<file path="config.mk">
export PLATFORM = sky130hd
export DESIGN_NAME = hazard_scoreboard
export DESIGN_NICKNAME = d
export VERILOG_FILES = /design/src/rtl/mips_pipe_pkg.sv /design/src/rtl/sb_src_lookup.sv /design/src/rtl/hazard_scoreboard.sv
export SDC_FILE = /design/constraint.sdc
export NUM_CORES = 1
export LEC_CHECK = 0
export CAP_MARGIN = 0
export CELL_PAD_IN_SITES_DETAIL_PLACEMENT = 0
export CELL_PAD_IN_SITES_GLOBAL_PLACEMENT = 1
export CORE_ASPECT_RATIO = 0.9
export CORE_UTILIZATION = 30
export CTS_CLUSTER_SIZE = 24
export DETAILED_ROUTE_END_ITERATION = 6
export PLACE_DENSITY = 0.68
export RECOVER_POWER = 25
export SLEW_MARGIN = 15
export SYNTH_ARGS = -nofsm -noshare
export SYNTH_HDL_FRONTEND = slang
export SYNTH_SLANG_ARGS = --single-unit
</file>
<file path="constraint.sdc">
create_clock -name clk -period 3.5 [get_ports clk]
set_input_delay 0.525 -clock clk [delete_from_list [all_inputs] [get_ports clk]]
set_output_delay 0.525 -clock clk [all_outputs]
set_load 0.005 [all_outputs]
</file>
<file path="src/rtl/mips_pipe_pkg.sv">
// Shared MIPS pipeline definitions: result classes,
// initial result-ready countdowns and the zero register.
package mips_pipe_pkg;

    typedef enum logic [1:0] {
        CLS_ALU  = 2'd0,
        CLS_LOAD = 2'd1,
        CLS_MUL  = 2'd2,
        CLS_NONE = 2'd3
    } cls_e;

    localparam int RDY_ALU  = 0;
    localparam int RDY_LOAD = 1;
    localparam int REG_ZERO = 0;

    function automatic int init_rdy(input cls_e cls, input int mul_lat);
        int r;
        r = RDY_ALU;
        unique case (cls)
            CLS_ALU:  r = RDY_ALU;
            CLS_LOAD: r = RDY_LOAD;
            CLS_MUL:  r = mul_lat - 1;
            CLS_NONE: r = 0;
        endcase
        return r;
    endfunction

endpackage

</file>
<file path="src/rtl/sb_src_lookup.sv">
// Youngest-match priority encoder for one decode source:
// reports a hazard if the youngest producer is unready, else its select.
module sb_src_lookup
    import mips_pipe_pkg::*;
#(
    parameter int DEPTH = 4,
    parameter int AW    = 5,
    parameter int FW    = 3
) (
    input  logic                      used,
    input  logic [AW-1:0]             addr,
    input  logic [DEPTH-1:0]          ent_valid,
    input  logic [DEPTH-1:0]          ent_we,
    input  logic [DEPTH-1:0][AW-1:0]  ent_addr,
    input  logic [DEPTH-1:0]          ent_busy,
    output logic                      hazard,
    output logic [FW-1:0]             sel
);

    logic          found;
    logic          found_busy;
    logic [FW-1:0] found_sel;

    // Scan oldest to youngest so the lowest index wins.
    always_comb begin
        found      = 1'b0;
        found_busy = 1'b0;
        found_sel  = '0;
        for (int i = DEPTH - 1; i >= 0; i--) begin
            if (ent_valid[i] && ent_we[i] && ent_addr[i] == addr) begin
                found      = 1'b1;
                found_busy = ent_busy[i];
                found_sel  = FW'(i + 1);
            end
        end
    end

    always_comb begin
        hazard = 1'b0;
        sel    = '0;
        if (used && addr != AW'(REG_ZERO) && found) begin
            if (found_busy) hazard = 1'b1;
            else            sel    = found_sel;
        end
    end

endmodule

</file>
<file path="src/rtl/hazard_scoreboard.sv">
// In-order hazard scoreboard beside decode: tracks in-flight destinations,
// produces decode stall, per-source forwarding selects and multiplier busy.
module hazard_scoreboard
    import mips_pipe_pkg::*;
#(
    parameter int DEPTH   = 4,
    parameter int AW      = 5,
    parameter int MUL_LAT = 3,
    parameter int FW      = $clog2(DEPTH + 1)
) (
    input  logic          clk,
    input  logic          rst_n,
    input  logic          freeze,
    input  logic          id_valid,
    input  logic [AW-1:0] id_rs_addr,
    input  logic [AW-1:0] id_rt_addr,
    input  logic          id_rs_used,
    input  logic          id_rt_used,
    input  logic          id_dst_we,
    input  logic [AW-1:0] id_dst_addr,
    input  logic [1:0]    id_class,
    output logic          stall,
    output logic [FW-1:0] fwd_rs_sel,
    output logic [FW-1:0] fwd_rt_sel,
    output logic          mul_busy
);

    localparam int RW = (MUL_LAT > 1) ? $clog2(MUL_LAT) : 1;

    logic [DEPTH-1:0]          ent_valid;
    logic [DEPTH-1:0]          ent_we;
    logic [DEPTH-1:0][AW-1:0]  ent_addr;
    logic [DEPTH-1:0][RW-1:0]  ent_rdy;
    logic [DEPTH-1:0]          ent_busy;
    logic [RW-1:0]             mul_cnt;

    cls_e          cls;
    logic          is_mul;
    logic          dst_we;
    logic          haz_rs;
    logic          haz_rt;
    logic          haz_struct;
    logic          issue;
    logic [RW-1:0] rdy_init;

    assign cls        = cls_e'(id_class);
    assign is_mul     = (cls == CLS_MUL);
    assign dst_we     = id_dst_we && (cls != CLS_NONE);
    assign rdy_init   = RW'(init_rdy(cls, MUL_LAT));
    assign haz_struct = id_valid && is_mul && (mul_cnt != '0);
    assign stall      = id_valid && (haz_rs || haz_rt || haz_struct);
    assign issue      = id_valid && !stall && !freeze;
    assign mul_busy   = (mul_cnt != '0);

    always_comb begin
        ent_busy = '0;
        for (int i = 0; i < DEPTH; i++) ent_busy[i] = (ent_rdy[i] != '0);
    end

    sb_src_lookup #(.DEPTH(DEPTH), .AW(AW), .FW(FW)) u_rs (
        .used      (id_rs_used),
        .addr      (id_rs_addr),
        .ent_valid (ent_valid),
        .ent_we    (ent_we),
        .ent_addr  (ent_addr),
        .ent_busy  (ent_busy),
        .hazard    (haz_rs),
        .sel       (fwd_rs_sel)
    );

    sb_src_lookup #(.DEPTH(DEPTH), .AW(AW), .FW(FW)) u_rt (
        .used      (id_rt_used),
        .addr      (id_rt_addr),
        .ent_valid (ent_valid),
        .ent_we    (ent_we),
        .ent_addr  (ent_addr),
        .ent_busy  (ent_busy),
        .hazard    (haz_rt),
        .sel       (fwd_rt_sel)
    );

    // The last entry falls off: the register file is write-first.
    always_ff @(posedge clk or negedge rst_n) begin
        if (!rst_n) begin
            ent_valid <= '0;
            ent_we    <= '0;
            ent_addr  <= '0;
            ent_rdy   <= '0;
        end else if (!freeze) begin
            for (int i = 1; i < DEPTH; i++) begin
                ent_valid[i] <= ent_valid[i-1];
                ent_we[i]    <= ent_we[i-1];
                ent_addr[i]  <= ent_addr[i-1];
                ent_rdy[i]   <= (ent_rdy[i-1] != '0) ?
                                ent_rdy[i-1] - RW'(1) : '0;
            end
            ent_valid[0] <= issue;
            ent_we[0]    <= issue && dst_we;
            ent_addr[0]  <= id_dst_addr;
            ent_rdy[0]   <= issue ? rdy_init : '0;
        end
    end

    always_ff @(posedge clk or negedge rst_n) begin
        if (!rst_n) begin
            mul_cnt <= '0;
        end else if (issue && is_mul) begin
            mul_cnt <= RW'(MUL_LAT - 1);
        end else if (!freeze && mul_cnt != '0) begin
            mul_cnt <= mul_cnt - RW'(1);
        end
    end

endmodule

</file>
==> qor.csv <==
metric,value,unit
crit path DAT,2.85,ns
Worst Skew,0.00977,ns
Seq cells post-synth,38,
failing checks,"capacitance limit, slew limit",
drt via density,4.82,
Cell Rows,29,
CTS Sinks,38,
sequential cell area,951,µm²
I/O Pins,32,
Flop pwr share,0.428,
maxcap violations,1,
"Power, Total",1.37,mW
Post-CTS Hold Fix Bufs,0,
multi-input logic area,1270,µm²
Slew HR,-0.388,
Fmax achieved,297,MHz
Synth Area in Compound Gates,0.0862,
Final Cycle Share,0.963,
Initial DRC Count,54,
CP endpoint kind,output pin,
fraction of synthesized area in multiplexers,0.130,
Max VDD drop,180,µV
worst slew pin tran,2.08,ns
post-synthesis simple-gate area fraction,0.156,
Internal,0.989,mW
GR Util All Layers,0.150,
status,"complete, but fails checks",
share of cells above drive strength 1,0.321,
Post-DRT Antenna Nets,0,
XOR/XNOR Fraction of Synth Area,0.160,
drt first pass iters,4,
H-tree depth,2,
critical path peak fanout,3,
via count,1798,
Ant. Diodes,0,
largest family of logic cells by synthesized area,XOR/XNOR gates,
switching share of total power,0.276,
Final WS setup,0.129,ns
chip width,93.3,µm
"commonest non-fill, non-tap cell in the layout",dfrtp_1,
first-pass GRT wire length,9010,µm
most frequent cells in the layout,"38 x dfrtp_1, 36 x buf_4, 26 x mux2_2",
number of synthesized flops with an enable pin,0,
Post-Route WL,5380,µm
fin crit period,3.37,ns
asr flop ratio synth,1.00,
combinational power share,0.229,
# fillers,696,
Post-DP HPWL,4140,µm
"Avg Cell Area, Syn",10.2,µm²
per-cell routed wire length,14.4,µm
CTS tree,done,
clock power share,0.343,
Final TNS setup,0,ns
critical path class,in2out,
total leakage power,1.31,nW
switching pwr,0.377,mW
"Reg clk slew, reported paths",0.07,ns
DIE AREA,7850,µm²
RSZ-0062 raised after global routing,false,
Yosys warning count,0,
Power Dens Cells,444,nW/µm²
worst path required time,2.97,ns
Num CTS Buffers,5,
Final setup viols,0,
synthesized netlist cell count,220,
die height,84.2,µm
Synth cell types,40,
Mapped Area,2250,µm²
Starting Density,0.315,
largest net degree at the start of global routing,39,
adder-cell share of the synthesized area,0.00556,
CP startpoint kind,primary input,
DRC viols,0,
GP Congestion,0.838,
final hold viol count,0,
dpl ws,-0.332,ns
grt total ovfl,0,
hold_ws,0.492,ns
sequential element share of the synthesized area,0.422,
layout overhead on the synthesized area,36.7,%
Core ar.,7150,µm²
vias in the first global route,1793,
final net count,304,
ys flop type,dfrtp_1,
clk root buf,clkbuf_8,
type of the most critical hold path,reg2reg,
initial antenna violation count,0,
Clock Tree Buf Depth,2,
Max Slew Vio Count,39,
Post-Syn Nets,245,
Port Buf Inserts,31,
worst skew pair latency,0.30,ns
## power by group through the flow
stage / Combinational (mW) / Sequential, mW / Clock, mW
2_1_floorplan: 0.216 / 0.569 / 0
6_report: 0.313 / 0.585 / 0.468
3_3_place_gp: 0.306 / 0.594 / 0
4_1_cts: 0.314 / 0.585 / 0.476
5_1_grt: 0.349 / 0.598 / 0.492
3_5_place_dp: 0.312 / 0.594 / 0
## kinds of logic after synthesis
| family | count (synthesis) |
|---|---|
| AOI/OAI and AO/OA | 27 |
| DFF | 38 |
| adders and majority gates | 1 |
| buffers and inverters | 21 |
| xor gates and xnor gates | 41 |
| muxes | 26 |
| and+or+nand+nor | 66 |
## flip-flops by register name, summed over array words and instances, names as in the netlist
| register | cells |
|---|---|
| ent_valid | 4 |
| ent_rdy | 8 |
| ent_we | 4 |
| ent_addr | 20 |
| mul_cnt | 2 |
## routing by layer
metal | share of wire | global-route usage
met1 | 0.50 | 0.216
met2 | 0.43 | 0.214
met3 | 0.043 | 0.0290
met4 | 0.030 | 0.0755
met5 | 0 | 0
## worst max-delay path: stages
cell and delay, ns:
dlygate4sd2_1 0.27, buf_4 0.16, xnor2_1 0.18, nand4_1 0.17
or2_2 0.34, a311oi_2 0.28, buf_4 0.16, nand2_1 0.08
nor3_2 0.16, clkdlybuf4s50_1 0.51
## layout make-up
class / instances / share of cell area
Multi-Input combinational cell: 161 / 0.414
Sequential cell: 38 / 0.309
Timing Repair Buffer: 67 / 0.185
Tap cell: 93 / 0.0378
Clock buffer: 6 / 0.0268
Clock inverter: 2 / 0.0195
Inverter: 6 / 0.00732
## through the flow
stage | util | area, µm² | cells
after CTS | 0.423 | 3030 | 371
final | 0.430 | 3080 | 373
after global placement | 0.399 | 2850 | 362
after floorplan | - | 2250 | 220
after global routing | 0.430 | 3080 | 373
after detailed placement | 0.399 | 2850 | 362
## worst paths after layout
check | endpoint | from | cells past startpoint | slack (ns)
worst max register to register | ent_rdy[0]$_DFFE_PN0N_ | ent_addr[16]$_DFFE_PN0N_ | 8 | 0.87
worst min register to register | ent_rdy[7]$_DFFE_PN0N_ | ent_rdy[7]$_DFFE_PN0N_ | 2 | 0.49
worst min-delay path | ent_rdy[7]$_DFFE_PN0N_ | ent_rdy[7]$_DFFE_PN0N_ | 2 | 0.49
worst max-delay path | fwd_rt_sel[1] | id_rt_addr[1] | 10 | 0.13
min in group asynchronous | ent_addr[11]$_DFFE_PN0N_ | rst_n | 1 | 0.82
max in group asynchronous | ent_we[2]$_DFFE_PN0N_ | rst_n | 1 | 1.49
## timing repair
action / CTS / global route
pin swaps: 7 / 10
buffers inserted: 1 / 2
cloned: 0 / 0
gates resized for setup: 16 / 15
setup endpoints to repair: 7 / 7
## cell usage after synthesis (2+ instances only)
master,count,area share
nor3b_1,2,0.0067
o21ai_0,10,0.022
clkbuf_1,8,0.013
a21boi_0,2,0.0067
nor3_1,6,0.013
inv_1,6,0.010
nor2_1,13,0.022
xor2_1,18,0.070
nand2b_1,3,0.0083
buf_1,2,0.0033
and3_1,2,0.0056
mux2_2,26,0.13
nand4_1,5,0.014
dfrtp_1,38,0.42
a32o_1,3,0.013
nor4b_1,2,0.0078
a31oi_1,3,0.0083
buf_2,4,0.0089
nand2_1,16,0.027
or4_1,3,0.010
xnor2_1,23,0.089
nor4_1,4,0.011
nand3_1,4,0.0089
Power figures use the tool's default switching activity.
